==> src/rtl/uart_pkg.sv <==
// Shared definitions for the parametrised UART core: parity modes,
// FSM state encodings and the parity helper used by both TX and RX.
package uart_pkg;

  localparam int PAR_NONE = 0;
  localparam int PAR_EVEN = 1;
  localparam int PAR_ODD  = 2;

  // Widest legal payload; narrower payloads are zero-extended before parity.
  localparam int MAX_DATA_BITS = 9;

  typedef enum logic [2:0] {
    TX_IDLE,
    TX_START,
    TX_DATA,
    TX_PARITY,
    TX_STOP
  } tx_state_t;

  typedef enum logic [2:0] {
    RX_IDLE,
    RX_START,
    RX_DATA,
    RX_PARITY,
    RX_STOP
  } rx_state_t;

  function automatic logic parity_bit(input logic [MAX_DATA_BITS-1:0] data, input int mode);
    logic p;
    p = ^data;
    case (mode)
      PAR_EVEN: return p;
      PAR_ODD:  return ~p;
      default:  return 1'b0;
    endcase
  endfunction

endpackage

==> src/rtl/uart_core_param_bit_timer.sv <==
// Loadable down-counter for UART bit timing. Loading value N makes the tick
// appear N cycles later, so a bit lasting B cycles is loaded with B-1.
module uart_bit_timer #(
  parameter int W = 4
) (
  input  logic         clk,
  input  logic         rst,
  input  logic         i_load,
  input  logic [W-1:0] i_load_val,
  output logic         o_tick
);

  logic [W-1:0] r_cnt;

  // Holds at zero once the terminal count is reached; never wraps.
  always_ff @(posedge clk) begin
    if (rst) begin
      r_cnt <= '0;
    end else if (i_load) begin
      r_cnt <= i_load_val;
    end else if (r_cnt != '0) begin
      r_cnt <= r_cnt - 1'b1;
    end
  end

  assign o_tick = (r_cnt == '0);

endmodule

==> src/rtl/uart_core_param.sv <==
// Single-clock UART core: ready/valid transmitter with registered serial
// output, and a mid-bit-sampling receiver with parity/frame/overrun flags.
module uart_core_param
  import uart_pkg::*;
#(
  parameter int DATA_BITS = 8,
  parameter int PARITY    = 0,
  parameter int STOP_BITS = 1,
  parameter int CLK_DIV   = 16
) (
  input  logic                 clk,
  input  logic                 rst,
  input  logic                 tx_valid,
  input  logic [DATA_BITS-1:0] tx_data,
  output logic                 tx_ready,
  output logic                 tx,
  output logic                 tx_done,
  input  logic                 rx,
  output logic                 rx_valid,
  input  logic                 rx_ready,
  output logic [DATA_BITS-1:0] rx_data,
  output logic                 rx_parity_err,
  output logic                 rx_frame_err,
  output logic                 rx_overrun
);

  localparam int TW   = $clog2(CLK_DIV);
  localparam int IW   = $clog2(DATA_BITS + 1);
  localparam int HALF = CLK_DIV / 2;
  localparam logic [TW-1:0] T_FULL    = TW'(CLK_DIV - 1);
  localparam logic [TW-1:0] T_HALF    = TW'(HALF - 1);
  localparam logic [IW-1:0] LAST_DATA = IW'(DATA_BITS - 1);
  localparam logic [IW-1:0] LAST_STOP = IW'(STOP_BITS - 1);
  localparam logic          HAS_PAR   = (PARITY != PAR_NONE);

  tx_state_t            r_tx_state, w_tx_state_next;
  logic [DATA_BITS-1:0] r_tx_shift;
  logic [IW-1:0]        r_tx_idx;
  logic                 r_tx_par, r_tx, w_tx_next, w_tx_load, w_tx_tick, w_tx_done;

  uart_bit_timer #(.W(TW)) u_tx_timer (
    .clk        (clk),
    .rst        (rst),
    .i_load     (w_tx_load),
    .i_load_val (T_FULL),
    .o_tick     (w_tx_tick)
  );

  // w_tx_next is the line level for the coming cycle, so tx is glitch-free.
  always_comb begin
    w_tx_state_next = r_tx_state;
    w_tx_load       = 1'b0;
    w_tx_done       = 1'b0;
    w_tx_next       = 1'b1;
    case (r_tx_state)
      TX_IDLE: begin
        if (tx_valid) begin
          w_tx_state_next = TX_START;
          w_tx_load       = 1'b1;
          w_tx_next       = 1'b0;
        end
      end
      TX_START: begin
        w_tx_next = 1'b0;
        if (w_tx_tick) begin
          w_tx_state_next = TX_DATA;
          w_tx_load       = 1'b1;
          w_tx_next       = r_tx_shift[0];
        end
      end
      TX_DATA: begin
        w_tx_next = r_tx_shift[0];
        if (w_tx_tick) begin
          w_tx_load = 1'b1;
          if (r_tx_idx == LAST_DATA) begin
            w_tx_state_next = HAS_PAR ? TX_PARITY : TX_STOP;
            w_tx_next       = HAS_PAR ? r_tx_par : 1'b1;
          end else begin
            w_tx_next = r_tx_shift[1];
          end
        end
      end
      TX_PARITY: begin
        w_tx_next = r_tx_par;
        if (w_tx_tick) begin
          w_tx_state_next = TX_STOP;
          w_tx_load       = 1'b1;
        end
      end
      TX_STOP: begin
        if (w_tx_tick) begin
          if (r_tx_idx == LAST_STOP) begin
            w_tx_state_next = TX_IDLE;
            w_tx_done       = 1'b1;
          end else begin
            w_tx_load = 1'b1;
          end
        end
      end
      default: w_tx_state_next = TX_IDLE;
    endcase
  end

  always_ff @(posedge clk) begin
    if (rst) begin
      r_tx_state <= TX_IDLE;
      r_tx       <= 1'b1;
      r_tx_shift <= '0;
      r_tx_idx   <= '0;
      r_tx_par   <= 1'b0;
    end else begin
      r_tx_state <= w_tx_state_next;
      r_tx       <= w_tx_next;
      if (r_tx_state == TX_IDLE && tx_valid) begin
        r_tx_shift <= tx_data;
        r_tx_par   <= parity_bit(MAX_DATA_BITS'(tx_data), PARITY);
        r_tx_idx   <= '0;
      end else if (r_tx_state == TX_DATA && w_tx_tick) begin
        r_tx_shift <= r_tx_shift >> 1;
        r_tx_idx   <= (r_tx_idx == LAST_DATA) ? '0 : r_tx_idx + 1'b1;
      end else if (r_tx_state == TX_STOP && w_tx_tick && r_tx_idx != LAST_STOP) begin
        r_tx_idx <= r_tx_idx + 1'b1;
      end
    end
  end

  assign tx       = r_tx;
  assign tx_ready = (r_tx_state == TX_IDLE);
  assign tx_done  = w_tx_done;

  rx_state_t            r_rx_state, w_rx_state_next;
  logic                 r_rx_meta, r_rx_s, r_rx_armed, r_rx_par_bit;
  logic [DATA_BITS-1:0] r_rx_shift, r_rx_data;
  logic [IW-1:0]        r_rx_idx;
  logic                 r_rx_valid, r_rx_parity_err, r_rx_frame_err, r_rx_overrun;
  logic                 w_rx_load, w_rx_tick, w_rx_done;
  logic [TW-1:0]        w_rx_load_val;

  uart_bit_timer #(.W(TW)) u_rx_timer (
    .clk        (clk),
    .rst        (rst),
    .i_load     (w_rx_load),
    .i_load_val (w_rx_load_val),
    .o_tick     (w_rx_tick)
  );

  always_comb begin
    w_rx_state_next = r_rx_state;
    w_rx_load       = 1'b0;
    w_rx_load_val   = T_FULL;
    w_rx_done       = 1'b0;
    case (r_rx_state)
      RX_IDLE: begin
        if (r_rx_armed && !r_rx_s) begin
          w_rx_state_next = RX_START;
          w_rx_load       = 1'b1;
          w_rx_load_val   = T_HALF;
        end
      end
      RX_START: begin
        // A start bit that is high again at mid-bit was only a glitch.
        if (w_rx_tick) begin
          if (r_rx_s) begin
            w_rx_state_next = RX_IDLE;
          end else begin
            w_rx_state_next = RX_DATA;
            w_rx_load       = 1'b1;
          end
        end
      end
      RX_DATA: begin
        if (w_rx_tick) begin
          w_rx_load = 1'b1;
          if (r_rx_idx == LAST_DATA) begin
            w_rx_state_next = HAS_PAR ? RX_PARITY : RX_STOP;
          end
        end
      end
      RX_PARITY: begin
        if (w_rx_tick) begin
          w_rx_state_next = RX_STOP;
          w_rx_load       = 1'b1;
        end
      end
      RX_STOP: begin
        if (w_rx_tick) begin
          w_rx_state_next = RX_IDLE;
          w_rx_done       = 1'b1;
        end
      end
      default: w_rx_state_next = RX_IDLE;
    endcase
  end

  always_ff @(posedge clk) begin
    if (rst) begin
      r_rx_meta       <= 1'b1;
      r_rx_s          <= 1'b1;
      r_rx_state      <= RX_IDLE;
      r_rx_shift      <= '0;
      r_rx_idx        <= '0;
      r_rx_par_bit    <= 1'b0;
      r_rx_armed      <= 1'b1;
      r_rx_valid      <= 1'b0;
      r_rx_data       <= '0;
      r_rx_parity_err <= 1'b0;
      r_rx_frame_err  <= 1'b0;
      r_rx_overrun    <= 1'b0;
    end else begin
      r_rx_meta    <= rx;
      r_rx_s       <= r_rx_meta;
      r_rx_state   <= w_rx_state_next;
      r_rx_overrun <= 1'b0;
      if (r_rx_state == RX_IDLE) begin
        r_rx_idx <= '0;
      end else if (r_rx_state == RX_DATA && w_rx_tick) begin
        r_rx_shift <= {r_rx_s, r_rx_shift[DATA_BITS-1:1]};
        r_rx_idx   <= (r_rx_idx == LAST_DATA) ? '0 : r_rx_idx + 1'b1;
      end
      if (r_rx_state == RX_PARITY && w_rx_tick) begin
        r_rx_par_bit <= r_rx_s;
      end
      // A line held low through the stop bit (break) must go high before re-arming.
      if (w_rx_done && !r_rx_s) begin
        r_rx_armed <= 1'b0;
      end else if (r_rx_s) begin
        r_rx_armed <= 1'b1;
      end
      if (w_rx_done) begin
        r_rx_valid      <= 1'b1;
        r_rx_data       <= r_rx_shift;
        r_rx_parity_err <= HAS_PAR && (r_rx_par_bit != parity_bit(MAX_DATA_BITS'(r_rx_shift), PARITY));
        r_rx_frame_err  <= ~r_rx_s;
        r_rx_overrun    <= r_rx_valid && !rx_ready;
      end else if (r_rx_valid && rx_ready) begin
        r_rx_valid <= 1'b0;
      end
    end
  end

  assign rx_valid      = r_rx_valid;
  assign rx_data       = r_rx_data;
  assign rx_parity_err = r_rx_parity_err;
  assign rx_frame_err  = r_rx_frame_err;
  assign rx_overrun    = r_rx_overrun;

endmodule

==> config.mk <==
export PLATFORM = sky130hd
export DESIGN_NAME = uart_core_param
export DESIGN_NICKNAME = d
export VERILOG_FILES = /design/src/rtl/uart_pkg.sv /design/src/rtl/uart_core_param_bit_timer.sv /design/src/rtl/uart_core_param.sv
export SDC_FILE = /design/constraint.sdc
export NUM_CORES = 1
export LEC_CHECK = 0
export BUFFER_PORTS_ARGS = -buffer_cell sky130_fd_sc_hd__buf_2
export CAP_MARGIN = 20
export CORE_ASPECT_RATIO = 0.75
export CORE_UTILIZATION = 62
export CTS_CLUSTER_DIAMETER = 50
export DETAILED_ROUTE_END_ITERATION = 16
export PLACE_DENSITY_LB_ADDON = 0.25
export SLEW_MARGIN = 0
export SYNTH_ARGS = -nofsm -noshare
export SYNTH_HDL_FRONTEND = slang
export SYNTH_HIERARCHICAL = 1
export SYNTH_SLANG_ARGS = --single-unit
==> constraint.sdc <==
create_clock -name clk -period 5.4 [get_ports clk]
set_input_delay 0.81 -clock clk [delete_from_list [all_inputs] [get_ports clk]]
set_output_delay 0.81 -clock clk [all_outputs]
set_load 0.02 [all_outputs]
After elaboration in Yosys (flattened, before gate mapping)
Cells that the tools add are included.
- word-level logic and storage cells: 130
- bits of input ports: 13
- output and inout port bits: 15
- register bits after elaboration: 53
- muxes and demuxes: 51
- equal/unequal tests: 23
- bitwise operators: 3
- reductions and logical operators: 33
- $add $sub $neg: 4
- operators by type and width (cell ; number):
    $mux W4 ; 10
    $mux W3 ; 13
    $pmux W3 S5 ; 2
    $ne A2 B2 Y1 const B ; 12
    $mux W1 ; 20
    $mux W8 ; 2
    $eq A3 B2 Y1 const B ; 4
    $logic_not A4 Y1 ; 3
    $reduce_bool A2 Y1 ; 6
    $reduce_bool A4 Y1 ; 3
    $logic_and A1 B1 Y1 ; 9
    $add A4 B1 Y4 const B ; 2
    $eq A4 B3 Y1 const B ; 2
    $reduce_or A2 Y1 ; 4
    $sub A4 B1 Y4 const B ; 2
    $reduce_and A7 Y1 ; 1
    $eq A3 B1 Y1 const B ; 2
    $eq A3 B3 Y1 const B ; 2
    $logic_not A3 Y1 ; 2
    $pmux W1 S3 ; 2
    $reduce_and A6 Y1 ; 1
    $pmux W1 S4 ; 1
    $not A1 Y1 ; 3
    $reduce_or A3 Y1 ; 1
    4 further kinds ; 5

Depth between registers and ports, before layout
- depth after elaboration: 5
- gate-level depth with buffers: 9
- mapped depth without buffers: 8

Modules after synthesis
The synthesis kept the hierarchy.
- modules (own cells, without submodules) (module ; cells each ; times used ; sequential area each (um2) ; area an instance (um2)):
    uart_core_param ; 243 ; 1 ; 900.9 ; 2128.3
    uart_bit_timer ; 24 ; 2 ; 80.1 ; 229.0

Worst setup path after synthesis
OpenSTA, ideal clock, no wires.
- path kind: flip-flop to output port
- start point: reg u_tx_timer.r_cnt[0]
- end point: out tx_done
- buffers on the path: 1
- data arrival time: 1993 ps
- cell stages (with the launch flop): 7
- slack: 2597 ps
- required time: 4590 ps
- path through: dfxtp_1 inv_1 ha_1 nor3b_4 clkbuf_1 nand2b_1 nor4b_1
- word-level cells in the longest chain between the ends: 3
- ends and longest elaborated chain (element ; RTL line ; RTL):
    start, declared ; uart_core_param_bit_timer.sv:13 ; logic [W-1:0] r_cnt;
    start signal, assigned ; uart_core_param_bit_timer.sv:20 ; r_cnt <= i_load_val;
    start signal, assigned ; uart_core_param_bit_timer.sv:22 ; r_cnt <= r_cnt - 1'b1;
    $logic_not A4 Y1 ; uart_core_param_bit_timer.sv:26 ; assign o_tick = (r_cnt == '0);
    named net w_tx_tick ; uart_core_param.sv:39 ; logic r_tx_par, r_tx, w_tx_next, w_tx_load, w_tx_tick, w_tx_done;
    $mux W1 ; uart_core_param.sv:91 ; if (w_tx_tick) begin
    $mux W1 ; uart_core_param.sv:55 ; case (r_tx_state)
    end, declared ; uart_core_param.sv:17 ; output logic tx_done,
The timed path passes the listed nets, and every way through them passes these cells.

Worst setup path after layout
Same ends and word-level chain as after synthesis.

==> flow_summary.ini <==
[outcome]
outcome = finished clean

[sta]
maxSlewViolCount = 0
clock_skew_ps = 5.59
finalHoldViolations = 0
rsz0062_at_grt = no
tightest_slew_ps = 944
setup_tns_ps = 0
fmax_ghz = 0.337
setup_viol = 0
fin_crit_ps = 2970
finalCritPeriodShare_pct = 55.0
slew_headroom_pct = 37.1
setup_ws_ps = 2430

[detailed_routing]
first_pass_iters = 4
highest_layer = met4
wl_met2_microns = 2010
drc = 0
viasPerCell = 5.65
via_count = 2057
ant_nets = 0
routed_wl_microns = 4670
wl_per_cell_microns = 12.8
wl_met3_microns = 202
drt_iter0_drc = 185
wl_met1_microns = 2420

[synth]
ys_seq_area_share_pct = 41.0
syn_inst = 291
synthFlopType = dfxtp_1
syn_area_sq_um = 2590
async_flop_share_pct = 0
synth_area_per_cell_sq_um = 8.89
synthDistinctLibCells = 53
synth-edff-count = 0
synth-warning-count = 6
synth_seq_cells = 53

[cells_and_area]
layout-drive-gt1-share_pct = 19.9
area_growth_syn_to_layout_pct = 8.18
fillerInstances = 300
final_cells = 364
n_antenna_cell = 0
nNetsFinal = 329

[clock_tree]
htree_levels = 2
clock-sinks = 53
cts_resized = 0
ctsHoldBuffers = 0
cts_tree = yes
clk-insertion-delay-late_ps = 310
clock-root-buffer = clkbuf_8
cts.reportedPaths.clkPinSlew_ps = 100
post_cts_buffers = 0
cts_buffers = 5
cts.path.max_buffers = 2

[power]
peakVddDrop_mv = 0.282
p_leak_nw = 1.01
power_density_nw_per_um2 = 384

[critical_path]
crit_path_end_kind = primary output
cp_data_arrival_time_ps = 2160
cp_max_fo = 14
criticalPathCategory = register to primary output
worstPathRequired_ps = 4590
worstSetupStartpointType = register

[floorplanning]
core_area_sq_um = 3830
io_pins = 28
row_count = 19
die_h_microns = 57.9
die_w_microns = 76.6
die-area_sq_um = 4440
start_util_pct = 67.6

[place]
dpl.hpwl_microns = 3230
dp.cells = 356
portBuffers = 26
gp_congestion = 0.919
dp_slack_ps = 2790

[global_route]
grt.total_usage_pct = 23.3
antenna_found_initial = 0
grt_max_degree = 54
grt_pass1_wl_microns = 8200
grt_pass1_vias = 1819
grt_overflow_total = 0

[worst_hold_path]
hold_class = register to register

[job]
cap_violations = 0
flip-flops by register name, summed over array words and instances (netlist names):
signal and flops:
r_rx_armed 1, r_rx_idx 4, r_rx_meta 1, r_rx_s 1
r_rx_shift 8, r_rx_state 3, r_tx_idx 4, r_tx_shift 8
r_tx_state 3, rx_data 8, rx_frame_err 1, rx_overrun 1
rx_valid 1, tx 1, u_rx_timer/r_cnt 4, u_tx_timer/r_cnt 4
final timing paths:
check	from	end	slack [ps]	cells past startpoint
worst max-delay path	u_tx_timer/r_cnt[0]	tx_done	2430	6
worst min-delay path	r_rx_meta	r_rx_s	420	1
worst max register to register	u_rx_timer/r_cnt[0]	r_rx_idx[3]	2910	6
worst min register to register	r_rx_meta	r_rx_s	420	1
layout make-up:
class	instances	area, sq um	area share [%]
multi-input cells	212	1390	49.6
flip-flops and latches	53	1060	37.9
repair buffers	28	145	5.19
clock buffers	5	68.8	2.46
well taps	52	65.1	2.33
inverters	11	41.3	1.48
clock inverters	3	28.8	1.03
kinds of logic (layout without fill, tap and decap cells):
family / after synthesis / in the layout / synth area share (%)
other: 2 / 8 / 0.290
buffers and inverters: 32 / 47 / 6.19
AOI/OAI and AO/OA: 59 / 59 / 15.5
xor gates and xnor gates: 5 / 5 / 1.69
adders and majority gates: 5 / 5 / 2.42
DFF: 53 / 53 / 41.0
muxes: 12 / 12 / 4.74
and+or+nand+nor: 123 / 123 / 28.1
cells in the final DEF, fill, tap and decap left out, types with 3 or more instances in the layout:
master,n
a211oi_2,6
a21oi_1,29
buf_2,26
clkbuf_8,5
conb_1,8
dfxtp_1,53
ha_1,5
inv_1,11
mux2i_1,10
nand2_1,49
nand2b_1,3
nand3_1,6
nand3b_1,6
nor2_1,9
nor2b_1,6
nor3_1,8
nor4bb_1,4
o21ai_0,5
o22ai_1,5
o32ai_1,3
or2_2,5
xnor2_1,5
power by group:
group          total [mW]  switching, mW  internal, mW
registers           0.486         0.0499         0.436
logic               0.353          0.182         0.171
clock network       0.235          0.138        0.0971
worst max-delay path, cell delays in order, from the launching register on:
cell and delay [ps]:
dfxtp_1 340, inv_1 90, ha_1 190, nor3b_4 510
nand2b_1 220, nor4b_1 300, buf_2 210
cells in the mapped netlist (3+ instances only):
cell type	instances	area [sq um]
a211oi_2	6	75.1
a21oi_1	29	145
buf_2	4	20.0
clkbuf_1	12	45.0
dfxtp_1	53	1060
ha_1	5	62.6
inv_1	11	41.3
mux2i_1	10	100
nand2_1	49	184
nand2b_1	3	18.8
nand3_1	6	30.0
nand3b_1	6	45.0
nor2_1	9	33.8
nor2b_1	6	37.5
nor3_1	8	40.0
nor4bb_1	4	40.0
o21ai_0	5	25.0
o22ai_1	5	31.3
o32ai_1	3	26.3
or2_2	5	31.3
xnor2_1	5	43.8
per-stage QoR:
| stage | cell area [sq um] | utilization (%) | hold WS, ps | power (mW) |
|---|---|---|---|---|
| 2_1_floorplan | 2610 | - | 389 | 0.795 |
| 3_3_place_gp | 2700 | 70.5 | 390 | 0.828 |
| 3_5_place_dp | 2700 | 70.5 | 401 | 0.839 |
| 4_1_cts | 2800 | 73.1 | 421 | 1.08 |
| 5_1_grt | 2800 | 73.1 | 442 | 1.14 |
| 6_report | 2800 | 73.1 | 420 | 1.07 |
per-layer routing:
metal	up-vias	GRT usage, %
met1	941	32.7
met3	5	5.35
met2	53	35.9
li1	1058	-
met4	0	7.14
met5	-	0
Note: power is estimated with default switching activity, not from simulation.
